===== config.mk =====
export PLATFORM = sky130hd
export DESIGN_NAME = dma_stream_accumulator
export DESIGN_NICKNAME = d
export VERILOG_FILES = /design/src/rtl/dma_stream_accumulator_pkg.sv /design/src/rtl/dma_stream_accumulator_fifo.sv /design/src/rtl/dma_stream_accumulator.sv
export SDC_FILE = /design/constraint.sdc
export NUM_CORES = 1
export LEC_CHECK = 0
export CAP_MARGIN = 20
export CELL_PAD_IN_SITES_DETAIL_PLACEMENT = 0
export CELL_PAD_IN_SITES_GLOBAL_PLACEMENT = 1
export CORE_MARGIN = 3
export CORE_UTILIZATION = 52
export DETAILED_ROUTE_END_ITERATION = 10
export PLACE_DENSITY_LB_ADDON = 0.1
export SETUP_SLACK_MARGIN = 0.3
export SLEW_MARGIN = 20
export SYNTH_ARGS = -nofsm -noshare
export SYNTH_HDL_FRONTEND = slang
export SYNTH_SLANG_ARGS = --single-unit

===== constraint.sdc =====
create_clock -name clk -period 4.8 [get_ports clk]
set_input_delay 0.72 -clock clk [delete_from_list [all_inputs] [get_ports clk]]
set_output_delay 0.72 -clock clk [all_outputs]
set_load 0.02 [all_outputs]

===== src/rtl/dma_stream_accumulator_pkg.sv =====
// Shared definitions for the DMA stream accumulator: register map, FSM encoding, STATUS layout.
package dma_stream_accumulator_pkg;

    localparam logic [1:0] ADDR_DATA    = 2'd0;
    localparam logic [1:0] ADDR_LENGTH  = 2'd1;
    localparam logic [1:0] ADDR_CONTROL = 2'd2;
    localparam logic [1:0] ADDR_STATUS  = 2'd3;

    // One-hot so the encoding lines up with the sequencer that drives this block.
    typedef enum logic [3:0] {
        S_IDLE  = 4'b0001,
        S_ARMED = 4'b0010,
        S_DRAIN = 4'b0100,
        S_DONE  = 4'b1000
    } state_t;

    localparam int ST_BUSY     = 0;
    localparam int ST_DONE     = 1;
    localparam int ST_OVERFLOW = 2;
    localparam int ST_DROPPED  = 3;

endpackage


===== src/rtl/dma_stream_accumulator_fifo.sv =====
// Generic synchronous FIFO; combinational read of the head entry, one-cycle write.
// Full/empty are registered, so a write port stalled on full never sees a path from pop.
module sync_fifo #(
    parameter int WIDTH = 36,
    parameter int DEPTH = 4
) (
    input  logic             clk,
    input  logic             reset_n,
    input  logic             flush,
    input  logic             push,
    input  logic [WIDTH-1:0] push_data,
    input  logic             pop,
    output logic [WIDTH-1:0] pop_data,
    output logic             full,
    output logic             empty
);
    localparam int AW = $clog2(DEPTH);
    localparam logic [AW-1:0] PTR_ONE  = AW'(1);
    localparam logic [AW:0]   CNT_ONE  = (AW + 1)'(1);
    localparam logic [AW:0]   CNT_FULL = (AW + 1)'(DEPTH);

    logic [WIDTH-1:0] mem [DEPTH];
    logic [AW-1:0]    wr_ptr;
    logic [AW-1:0]    rd_ptr;
    logic [AW:0]      count;
    logic [AW:0]      count_nxt;
    logic             do_push;
    logic             do_pop;

    assign do_pop   = pop & ~empty;
    assign do_push  = push & (~full | do_pop);
    assign pop_data = mem[rd_ptr];

    always_comb begin
        count_nxt = count;
        case ({do_push, do_pop})
            2'b10:   count_nxt = count + CNT_ONE;
            2'b01:   count_nxt = count - CNT_ONE;
            default: count_nxt = count;
        endcase
    end

    always_ff @(posedge clk or negedge reset_n) begin
        if (!reset_n) begin
            wr_ptr <= '0;
            rd_ptr <= '0;
            count  <= '0;
            full   <= 1'b0;
            empty  <= 1'b1;
        end else if (flush) begin
            wr_ptr <= '0;
            rd_ptr <= '0;
            count  <= '0;
            full   <= 1'b0;
            empty  <= 1'b1;
        end else begin
            if (do_push) wr_ptr <= wr_ptr + PTR_ONE;
            if (do_pop)  rd_ptr <= rd_ptr + PTR_ONE;
            count <= count_nxt;
            full  <= (count_nxt == CNT_FULL);
            empty <= (count_nxt == '0);
        end
    end

    always_ff @(posedge clk) begin
        if (do_push) mem[wr_ptr] <= push_data;
    end

endmodule


===== src/rtl/dma_stream_accumulator.sv =====
// Avalon-MM write target that sums a programmed-length DMA stream and pulses the result out.
// Last word into an empty FIFO -> out_valid after 4 clocks; DATA writes stall only when ARMED and the FIFO is full.
module dma_stream_accumulator
    import dma_stream_accumulator_pkg::*;
#(
    parameter int DATA_WIDTH = 32,
    parameter int ACC_WIDTH  = 40,
    parameter int FIFO_DEPTH = 4,
    parameter int LEN_WIDTH  = 16
) (
    input  logic                    clk,
    input  logic                    reset_n,
    input  logic [1:0]              slave_address,
    input  logic                    slave_chipselect,
    input  logic                    slave_write,
    input  logic [DATA_WIDTH-1:0]   slave_writedata,
    input  logic [DATA_WIDTH/8-1:0] slave_byteenable,
    input  logic                    slave_read,
    output logic [31:0]             slave_readdata,
    output logic                    slave_waitrequest,
    output logic [DATA_WIDTH-1:0]   out_data,
    output logic                    out_valid
);
    localparam int BE_W = DATA_WIDTH / 8;
    localparam int FW   = DATA_WIDTH + BE_W;
    localparam logic [LEN_WIDTH-1:0] LEN_ONE = LEN_WIDTH'(1);

    state_t                state;
    state_t                state_nxt;
    logic                  data_req;
    logic                  len_wr;
    logic                  len_arm;
    logic                  abort;
    logic                  push;
    logic                  pop;
    logic                  fifo_full;
    logic                  fifo_empty;
    logic                  fifo_flush;
    logic [FW-1:0]         fifo_dat;
    logic [DATA_WIDTH-1:0] masked;
    logic [DATA_WIDTH-1:0] s1_dat;
    logic                  s1_vld;
    logic [ACC_WIDTH-1:0]  acc;
    logic [ACC_WIDTH-1:0]  acc_sum;
    logic [LEN_WIDTH:0]    len_round;
    logic [LEN_WIDTH-1:0]  words;
    logic [LEN_WIDTH-1:0]  remaining;
    logic                  done;
    logic                  overflow;
    logic                  dropped;
    logic                  drop_evt;
    logic [31:0]           status;

    assign data_req = slave_chipselect & slave_write & (slave_address == ADDR_DATA);
    assign len_wr   = slave_chipselect & slave_write & (slave_address == ADDR_LENGTH);
    assign abort    = slave_chipselect & slave_write & (slave_address == ADDR_CONTROL) & slave_writedata[0];
    assign len_arm  = len_wr & (state == S_IDLE);

    assign slave_waitrequest = data_req & (state == S_ARMED) & fifo_full;
    assign push = data_req & (state == S_ARMED) & ~fifo_full;
    // The write port has priority: a pop yields to a same-cycle push, so bursts fill the FIFO.
    assign pop  = (state == S_ARMED) & ~fifo_empty & (remaining != '0) & ~push;
    assign fifo_flush = abort | (state == S_DONE);

    assign len_round = {1'b0, slave_writedata[LEN_WIDTH-1:0]} + (LEN_WIDTH + 1)'(3);
    assign words     = LEN_WIDTH'(len_round[LEN_WIDTH:2]);
    assign acc_sum   = acc + ACC_WIDTH'(s1_dat);

    assign drop_evt = (data_req & (state != S_ARMED))
                    | (len_wr & (state != S_IDLE))
                    | ((state == S_DONE) & ~fifo_empty);

    sync_fifo #(
        .WIDTH (FW),
        .DEPTH (FIFO_DEPTH)
    ) u_fifo (
        .clk       (clk),
        .reset_n   (reset_n),
        .flush     (fifo_flush),
        .push      (push),
        .push_data ({slave_byteenable, slave_writedata}),
        .pop       (pop),
        .pop_data  (fifo_dat),
        .full      (fifo_full),
        .empty     (fifo_empty)
    );

    always_comb begin
        masked = '0;
        for (int i = 0; i < BE_W; i++) begin
            if (fifo_dat[DATA_WIDTH + i]) masked[8*i +: 8] = fifo_dat[8*i +: 8];
        end
    end

    always_comb begin
        state_nxt = state;
        case (state)
            S_IDLE:  if (len_wr) state_nxt = (words == '0) ? S_DONE : S_ARMED;
            S_ARMED: if (pop && remaining == LEN_ONE) state_nxt = S_DRAIN;
            S_DRAIN: if (!s1_vld) state_nxt = S_DONE;
            S_DONE:  state_nxt = S_IDLE;
            default: state_nxt = S_IDLE;
        endcase
        if (abort) state_nxt = S_IDLE;
    end

    always_ff @(posedge clk or negedge reset_n) begin
        if (!reset_n) state <= S_IDLE;
        else          state <= state_nxt;
    end

    always_ff @(posedge clk or negedge reset_n) begin
        if (!reset_n) begin
            remaining <= '0;
            s1_vld    <= 1'b0;
            s1_dat    <= '0;
            acc       <= '0;
            done      <= 1'b0;
            overflow  <= 1'b0;
            dropped   <= 1'b0;
            out_valid <= 1'b0;
            out_data  <= '0;
        end else begin
            out_valid <= (state == S_DONE) & ~abort;
            s1_vld    <= pop & ~abort;
            if (pop) s1_dat <= masked;

            if (abort)        remaining <= '0;
            else if (len_arm) remaining <= words;
            else if (pop)     remaining <= remaining - LEN_ONE;

            if (len_arm) begin
                acc      <= '0;
                overflow <= 1'b0;
            end else if (s1_vld && !abort) begin
                acc <= acc_sum;
                if (|acc_sum[ACC_WIDTH-1:DATA_WIDTH]) overflow <= 1'b1;
            end

            if (len_arm)                           done <= 1'b0;
            else if (state == S_DONE && !abort)    done <= 1'b1;
            if (state == S_DONE && !abort)         out_data <= acc[DATA_WIDTH-1:0];
            if (drop_evt)                          dropped <= 1'b1;
        end
    end

    always_comb begin
        status = '0;
        status[ST_BUSY]     = (state != S_IDLE);
        status[ST_DONE]     = done;
        status[ST_OVERFLOW] = overflow;
        status[ST_DROPPED]  = dropped;
    end

    always_ff @(posedge clk or negedge reset_n) begin
        if (!reset_n) begin
            slave_readdata <= '0;
        end else if (slave_chipselect && slave_read) begin
            case (slave_address)
                ADDR_DATA:    slave_readdata <= 32'(acc[DATA_WIDTH-1:0]);
                ADDR_LENGTH:  slave_readdata <= 32'(remaining);
                ADDR_CONTROL: slave_readdata <= '0;
                ADDR_STATUS:  slave_readdata <= status;
                default:      slave_readdata <= '0;
            endcase
        end
    end

endmodule


==> flow_summary.toml, run 1 <==
[run_status]
status = "complete, no violations"

[timing]
setup_slack_ns = 1.23
max_freq_ghz = 0.280
hold_viol = 0
min_period_ns = 3.57
rsz0062_at_grt = "false"
worst_pin_slew_ns = 1.08
fin_setup_tns_ns = 0
finalCritPeriodShare = 0.744
drv_slew = 0
relSlewSlack = 0.277
clock_skew_ns = 0.0117
setup_viol = 0

[critical_path]
worstSetupPathType = "flip-flop to flip-flop"
cp.arrival_ns = 3.98
rrSetupSlack_ns = 1.23
end_kind = "flip-flop"
rr_worst_depth = 11
start_kind = "flip-flop"
cp.required_ns = 5.21
worstPathMaxFanout = 4

[yosys]
synthArstFlopShare = 0.541
syn_area_per_cell_um2 = 12.0
synth-edff-count = 144
yosysWarnings = 0
synth_cell_type_count = 69
syn_nets = 1314
synth_top_flop_cell = "dfrtp_1"
ys_seq_elements = 314
synth.yosys.seq_area_share = 0.580
synth_cells = 1230
syn_area_mm2 = 0.0148

[die]
fp-row-count = 61
coreArea_mm2 = 0.0279
die_area_mm2 = 0.0305
die_w_um = 175
initial_utilization = 0.530
ios = 109
fp.dieH_um = 175

[hold_path]
min_path_type = "input port to asynchronous set/reset pin"

[grt]
grt_usage = 0.227
met3_usage = 0.0326
top_usage_layer = "met1"
antenna_found_initial = 0
grt_pass1_vias = 9645
grt_pass1_wl_um = 55000
use_met2 = 0.331
grt.overflow.total = 0
grt_start_max_net_pins = 94
met1_usage = 0.358

[power_and_ir_drop]
power_leakage_nw = 6.85
pwr_density_cell_mw_per_mm2 = 465
peakVddDrop_uv = 333

[clocking]
clk_pin_slew_ns = 0.07
cts_root_buffer = "clkbuf_16"
post_cts_buffers = 0
clk_latency_ns = 0.53
cts_tree = "built"
hold_buffers = 0
cts_resized = 0
h-tree-depth = 2
cts_buffer_depth = 3
cts.sinks = 314
cts_buffers = 34

[job]
drv_cap = 0

[finish]
drive_above_1_share = 0.119
final_cell_mix = "167 x dfrtp_1, 144 x edfxtp_1, 137 x nand2_1"
syn2layout_area_growth_pct = 17.1
nNetsFinal = 1409
instances_no_fill = 1728
final_common_cell = "dfrtp_1"

[detailed_routing]
detail_route.wl_per_cell_um = 19.9
vias = 9901
drt_iter0_markers = 818
drt-vias-per-instance = 5.73
drtAntennaViolNets = 0
drc = 0
routed_wl_um = 34400
drt_pass1_iterations = 5

[placed_design]
io_buffers = 108
dpl_worst_slack_ns = 1.26
dpl.cell_count = 1667
hpwl_um = 23600
routabilityCongestion = 0.877
area by class of cell:
cell class              count  area, um2
flip-flops and latches    314       8580
clock buffers              42        891
repair buffers            124       1210
diodes                      1       2.50
fillers                  2261      10600
well taps                 378        473
inverters                  19       71.3
clock inverters            18        193
multi-input cells         832       5900
cells by family after synthesis:
logic type                 Yosys count  synth area share
AOI/OAI and AO/OA                  271             0.115
xor gates and xnor gates            68            0.0402
adders and majority gates           41            0.0357
buffers and inverters               84            0.0227
DFF                                314             0.580
muxes                               90            0.0910
and+or+nand+nor                    362             0.116
path summary, 6_finish.rpt:
check                                       start                 to
worst max-delay path                       acc[0]           overflow
worst min-delay path                      reset_n       out_data[28]
worst max register to register             acc[0]           overflow
worst min register to register  slave_readdata[2]  slave_readdata[2]
max in group asynchronous                 reset_n       u_fifo.empty
min in group clk                slave_readdata[2]  slave_readdata[2]
Yosys cell counts, types with 5 or more instances:
library cell	number	area share
xor2_1	23	0.014
nand3_1	24	0.0081
mux2_2	36	0.027
o211ai_1	5	0.0025
and3_1	6	0.0025
clkbuf_1	42	0.011
a211oi_1	9	0.0046
mux2i_1	22	0.015
nand4_1	14	0.0059
nand2b_1	35	0.015
and2_1	9	0.0038
nor4_1	12	0.0051
nor3_1	19	0.0064
ha_1	39	0.033
buf_2	10	0.0034
a21oi_1	75	0.025
buf_1	11	0.0028
mux4_2	32	0.049
a21o_1	18	0.0091
o22ai_1	10	0.0042
nand2_1	137	0.035
o21ai_0	83	0.028
dfrtp_1	168	0.28
xnor2_1	45	0.027
edfxtp_1	144	0.29
nor2_1	82	0.021
a22o_1	21	0.012
a31oi_1	14	0.0059
inv_1	18	0.0046
sequential cells by signal, summed over array words and instances, names as in the netlist, 2 cells and up:
signal	flops
u_fifo.mem	144
acc	40
out_data	32
s1_dat	32
slave_readdata	32
remaining	16
state	4
u_fifo.count	3
u_fifo.rd_ptr	2
u_fifo.wr_ptr	2
routing by layer:
| metal | part of all wire | wire length [um] | vias to the layer above |
|---|---|---|---|
| li1 | - | - | 4725 |
| met1 | 0.49 | 16900 | 4867 |
| met2 | 0.44 | 15100 | 257 |
| met3 | 0.047 | 1620 | 52 |
| met4 | 0.023 | 799 | 0 |
| met5 | 0 | 0 | - |
stage by stage:
step / total power (W) / hold slack [ns] / utilization / area (um2)
finish: 0.00805 / 0.238 / 0.620 / 17300
detailed placement: 0.00557 / 0.476 / 0.581 / 16200
CTS: 0.00811 / 0.306 / 0.620 / 17300
global route: 0.00848 / 0.324 / 0.620 / 17300
global placement: 0.00555 / 0.466 / 0.581 / 16200
floorplan: 0.00487 / 0.424 / - / 14800
power breakdown:
group | total, W | switching, W | leakage, nW | internal, W
registers | 0.00354 | 0.000435 | 3.61 | 0.00310
clock network | 0.00253 | 0.00108 | 0.524 | 0.00145
logic | 0.00199 | 0.00109 | 2.71 | 0.000900
total | 0.00805 | 0.00260 | 6.85 | 0.00545
critical path, stage by stage, from the launching register on:
cell	delay, ns
dfrtp_1	0.44
ha_1	0.25
fa_1	0.43
a21o_1	0.21
a21boi_1	0.20
o21ai_1	0.20
a211o_1	0.40
a211oi_1	0.61
o21ai_0	0.18
a21oi_1	0.20
nand4_1	0.12
o31a_1	0.24
Note: power is estimated with default switching activity, not from simulation.
==> inputs of run 2 (changes only) <==
--- a/config.mk
+++ b/config.mk
@@ -9,7 +9,7 @@
 export CELL_PAD_IN_SITES_DETAIL_PLACEMENT = 0
 export CELL_PAD_IN_SITES_GLOBAL_PLACEMENT = 1
 export CORE_MARGIN = 3
-export CORE_UTILIZATION = 52
+export CORE_UTILIZATION = 48
 export DETAILED_ROUTE_END_ITERATION = 10
 export PLACE_DENSITY_LB_ADDON = 0.1
 export SETUP_SLACK_MARGIN = 0.3
==> constraint.sdc (replaced) <==
create_clock -name clk -period 3.4 [get_ports clk]
set_input_delay 0.51 -clock clk [delete_from_list [all_inputs] [get_ports clk]]
set_output_delay 0.51 -clock clk [all_outputs]
set_load 0.02 [all_outputs]
==> run 2 against run 1 <==
Compared with the run above: core utilization fell by 3.0 points; worst hold slack better by 0.24 ns; global-route usage is 1.1 points lower; final cell count up 2.1%; final area rose by 2.3%; flip-flop and latch count stayed put; wire length up 3.1%; clock power rose by 43%.
==> flow_summary.toml, run 2 (synthesis results as in run 1) <==
[detailed_routing]
drt-vias-per-instance = 5.61
vias = 9904
routed_wl_um = 35500
detail_route.wl_per_cell_um = 20.1
drtAntennaViolNets = 0
drt_pass1_iterations = 7
drt_iter0_markers = 780
drc = 0

[clocking]
cts_buffers = 35
cts_root_buffer = "clkbuf_16"
clk_pin_slew_ns = 0.07
clk_latency_ns = 0.52
cts_tree = "built"
h-tree-depth = 2
cts.sinks = 314
cts_buffer_depth = 3

[grt]
grt_usage = 0.216
met3_usage = 0.0290
antenna_found_initial = 0
grt.overflow.total = 0
met1_usage = 0.339
top_usage_layer = "met1"
grt_pass1_wl_um = 57100
grt_pass1_vias = 9849
use_met2 = 0.325
grt_start_max_net_pins = 80

[finish]
drive_above_1_share = 0.140
fill_cells = 2498
syn2layout_area_growth_pct = 19.7
largest_register_ffs = 144
post-route-util = 0.590
regMostFlops = "u_fifo.mem"
nNetsFinal = 1433
reg.largest.list = "u_fifo.mem x144, acc x40"
num_antenna_cells = 0
final_cell_mix = "167 x dfrtp_1, 144 x edfxtp_1, 137 x nand2_1"
final_common_cell = "dfrtp_1"
postLayoutCellArea_mm2 = 0.0177

[timing]
fin_setup_tns_ns = 0
finalCritPeriodShare = 0.883
worst_pin_slew_ns = 0.934
min_period_ns = 3.00
timing.hold.ws_ns = 0.480
hold_viol = 0
clock_skew_ns = 0.0174
rsz0062_at_grt = "true"
setup_slack_ns = 0.397
setup_viol = 0
relSlewSlack = 0.371
drv_slew = 0
max_freq_ghz = 0.333

[placed_design]
io_buffers = 108
hpwl_um = 24800
dpl_worst_slack_ns = 0.285
routabilityCongestion = 0.925
dpl_cell_area_mm2 = 0.0165

[critical_path]
cp.required_ns = 3.80
cp_common_cell = "o211ai_1"
reg2reg_from = "acc[4]"
start_kind = "flip-flop"
rr_worst_depth = 11
critPathSlowestCell = "dfrtp_1"
end_kind = "flip-flop"
critical_path.cell_chain = "ha_1 -> o211ai_1 -> o211ai_1 -> a2111oi_0 -> nor3_1 -> a21oi_1 -> buf_4 -> nand2b_1 -> a211oi_1 -> xnor2_1 -> nor2_1"
worstPathMaxFanout = 4
slowest_delay_ns = 0.46
setup.worst_path.start = "acc[4]"
worstSetupPathType = "flip-flop to flip-flop"
cp.arrival_ns = 3.40

[die]
initial_utilization = 0.493
die_w_um = 182
fp.dieH_um = 182
coreArea_mm2 = 0.0300
ios = 109
die_area_mm2 = 0.0330
fp-row-count = 63

[run_status]
status = "complete, no violations"

[power_and_ir_drop]
pwr_density_cell_mw_per_mm2 = 649
power_leakage_nw = 7.03
peakVddDrop_uv = 456

[hold_path]
min_path_type = "flip-flop to flip-flop"
holdPathStages = 2
min_from = "slave_readdata[11]"

[job]
drv_cap = 0
==> run 2: final timing paths <==
kind	to	slack, ns
setup / recovery	acc[39]	0.40
hold / removal	slave_readdata[11]	0.48
setup reg to reg	acc[39]	0.40
hold reg to reg	slave_readdata[11]	0.48
max in group asynchronous	u_fifo.rd_ptr[0]	1.94
min in group asynchronous	out_valid	0.53
==> run 2: where the power goes <==
part	switching [W]	internal [W]
logic	0.00157	0.00134
clock network	0.00150	0.00212
registers	0.000584	0.00438
total	0.00366	0.00784
==> run 2: routing by layer <==
metal	vias to the layer above	share of wire
met5	-	0
met4	0	0.015
met3	47	0.044
met2	219	0.44
met1	4867	0.50
li1	4771	-
==> run 2: stage by stage <==
stage	cells	power, W
2_1_floorplan	1230	0.00688
3_3_place_gp	1700	0.00791
3_5_place_dp	1700	0.00791
4_1_cts	1763	0.0116
5_1_grt	1764	0.0122
6_report	1764	0.0115
==> run 2: worst max-delay path: cells and delay by family, from the launching register on <==
| kind | cells | cell delay [ns] |
|---|---|---|
| xor gates and xnor gates | 1 | 0.15 |
| DFF | 1 | 0.46 |
| and+or+nand+nor | 3 | 0.60 |
| buffers and inverters | 1 | 0.19 |
| adders and majority gates | 1 | 0.38 |
| AOI/OAI and AO/OA | 5 | 1.10 |
==> run 2: layout make-up <==
cell class,count,area [um2],share of cell area
inverter,19,71.3,0.00402
timing repair buffer,147,1480,0.0837
multi-input combinational,832,5970,0.337
clock inverter,17,151,0.00854
clock buffer,45,973,0.0549
tap,390,488,0.0275
sequential,314,8580,0.484
==> run 2: repair_timing <==
action | in CTS | in global routing
resized for setup | 3 | 12
setup buffers | 0 | 1
hold endpoints to repair | 56 | 0
pin swaps | 0 | 2
endpoints found under the setup margin | 3 | 24
hold buffers | 1 | 0
cloned | 0 | 0
==> inputs of run 3 (changes only) <==
--- a/config.mk
+++ b/config.mk
@@ -11,7 +11,7 @@
 export CORE_MARGIN = 3
 export CORE_UTILIZATION = 48
 export DETAILED_ROUTE_END_ITERATION = 10
-export PLACE_DENSITY_LB_ADDON = 0.1
+export PLACE_DENSITY_LB_ADDON = 0.15
 export SETUP_SLACK_MARGIN = 0.3
 export SLEW_MARGIN = 20
 export SYNTH_ARGS = -nofsm -noshare
==> run 3 against run 2 <==
Compared with the run above: non-clock buffer count down 1; sequential power is essentially flat; largest cell class unchanged; fmax up 0.99%; global-route usage is 0.39 points higher; sequential share of layout area hardly changed; critical endpoint is now overflow; via count grew 1.5%.
==> flow_summary.toml, run 3 (synthesis results as in run 1) <==
[run_status]
status = "complete, no violations"

[finish]
drive_above_1_share = 0.143
fill_cells = 2477
postLayoutCellArea_mm2 = 0.0177
reg.largest.list = "u_fifo.mem x144, acc x40"
post-route-util = 0.590
regMostFlops = "u_fifo.mem"
syn2layout_area_growth_pct = 19.8
final_cell_mix = "166 x dfrtp_1, 144 x edfxtp_1, 137 x nand2_1"
nNetsFinal = 1432
largest_register_ffs = 144
multiInputGateArea_mm2 = 0.00596
num_antenna_cells = 0
regArea_mm2 = 0.00858
final_common_cell = "dfrtp_1"
instances_no_fill = 1765

[timing]
fin_setup_tns_ns = 0
hold_viol = 0
drv_slew = 0
clock_skew_ns = 0.0104
setup_viol = 0
rsz0062_at_grt = "true"
max_freq_ghz = 0.336
worst_pin_slew_ns = 0.846
finalCritPeriodShare = 0.875
relSlewSlack = 0.436
min_period_ns = 2.97

[critical_path]
cp.required_ns = 3.81
worstPathMaxFanout = 6
worstSetupPathType = "flip-flop to flip-flop"
start_kind = "flip-flop"
end_kind = "flip-flop"
cp.arrival_ns = 3.38

[power_and_ir_drop]
power_leakage_nw = 7.03
power_frac_clock = 0.321
p_sw_frac = 0.319
peakVddDrop_uv = 478
combPwrFrac = 0.254
pwr_density_cell_mw_per_mm2 = 658
internal-power_w = 0.00793
p_seq_frac = 0.425
switchingPower_w = 0.00372
total_power_w = 0.0117

[grt]
grt_pass1_wl_um = 57700
antenna_found_initial = 0
grt.overflow.total = 0
grt_pass1_vias = 10000
grt_start_max_net_pins = 88
grt_usage = 0.220

[detailed_routing]
routed_wl_um = 35900
vias = 10100
drt_iter0_markers = 763
detail_route.wl_per_cell_um = 20.3
drtAntennaViolNets = 0
drc = 0
drt-vias-per-instance = 5.70
drt_pass1_iterations = 5

[die]
die_w_um = 182
fp.dieH_um = 182
ios = 109
coreArea_mm2 = 0.0300
initial_utilization = 0.493
die_area_mm2 = 0.0330
fp-row-count = 63

[placed_design]
dpl_cell_area_mm2 = 0.0165
io_buffers = 108
dpl.cell_count = 1699
routabilityCongestion = 0.896
hpwl_um = 24600

[clocking]
cts_tree = "built"
cts_buffers = 35
cts.sinks = 314
h-tree-depth = 2
cts_root_buffer = "clkbuf_16"
clk_latency_ns = 0.53
clk_pin_slew_ns = 0.06
cts_buffer_depth = 3

[hold_path]
min_path_type = "input port to asynchronous set/reset pin"

[job]
drv_cap = 0
-- run 3: through the flow --
stage | hold slack [ns] | setup slack [ns]
finish | 0.0370 | 0.427
floorplan | 0.214 | 0.414
global placement | 0.469 | 0.220
global route | 0.112 | 0.264
detailed placement | 0.477 | 0.232
CTS | 0.0855 | 0.320
-- run 3: timing repair --
action | 4_1_cts | 5_1_grt
pin swaps | 0 | 2
hold buffers | 0 | 0
gates resized for setup | 5 | 12
setup endpoints to repair | 4 | 15
setup buffers | 0 | 1
-- run 3: power groups by stage --
stage / registers [W] / logic (W) / clock network [W]
3_5_place_dp: 0.00501 / 0.00293 / 0
3_3_place_gp: 0.00500 / 0.00291 / 0
4_1_cts: 0.00494 / 0.00295 / 0.00384
5_1_grt: 0.00502 / 0.00327 / 0.00401
6_report: 0.00495 / 0.00296 / 0.00374
2_1_floorplan: 0.00479 / 0.00209 / 0
-- run 3: critical path, stage by stage, from the launching register on --
cell and delay (ns):
dfrtp_1 0.42, ha_1 0.24, fa_1 0.42, a21o_1 0.21, a21boi_2 0.17, o21ai_2 0.12
a21oi_2 0.20, o22ai_2 0.17, o2111ai_4 0.33, nand2_1 0.14, xor2_1 0.16, o31a_1 0.28
-- run 3: path summary, 6_finish.rpt --
kind                                    from                 to  slack, ns  cells after the start
max                                   acc[0]           overflow       0.43                     11
min                                  reset_n          out_valid       0.04                      1
max reg2reg                           acc[0]           overflow       0.43                     11
min reg2reg                slave_readdata[0]  slave_readdata[0]       0.48                      2
max in group asynchronous            reset_n           state[0]       2.55                      2
min in group clk           slave_readdata[0]  slave_readdata[0]       0.48                      2
-- run 3: cell type report --
type / count / share of cell area
Clock inverter: 21 / 0.0121
Timing Repair Buffer: 146 / 0.0827
Clock buffer: 43 / 0.0528
Inverter: 19 / 0.00417
Multi-Input combinational cell: 832 / 0.336
Sequential cell: 314 / 0.484
Tap cell: 390 / 0.0275
-- run 3: routing by layer --
layer  global-route usage  vias to the layer above  part of all wire
met5                    0                        -                 0
met4               0.0475                        0             0.018
met3               0.0306                       44             0.047
met2                0.333                      259              0.45
met1                0.341                     4973              0.49
li1                     -                     4776                 -
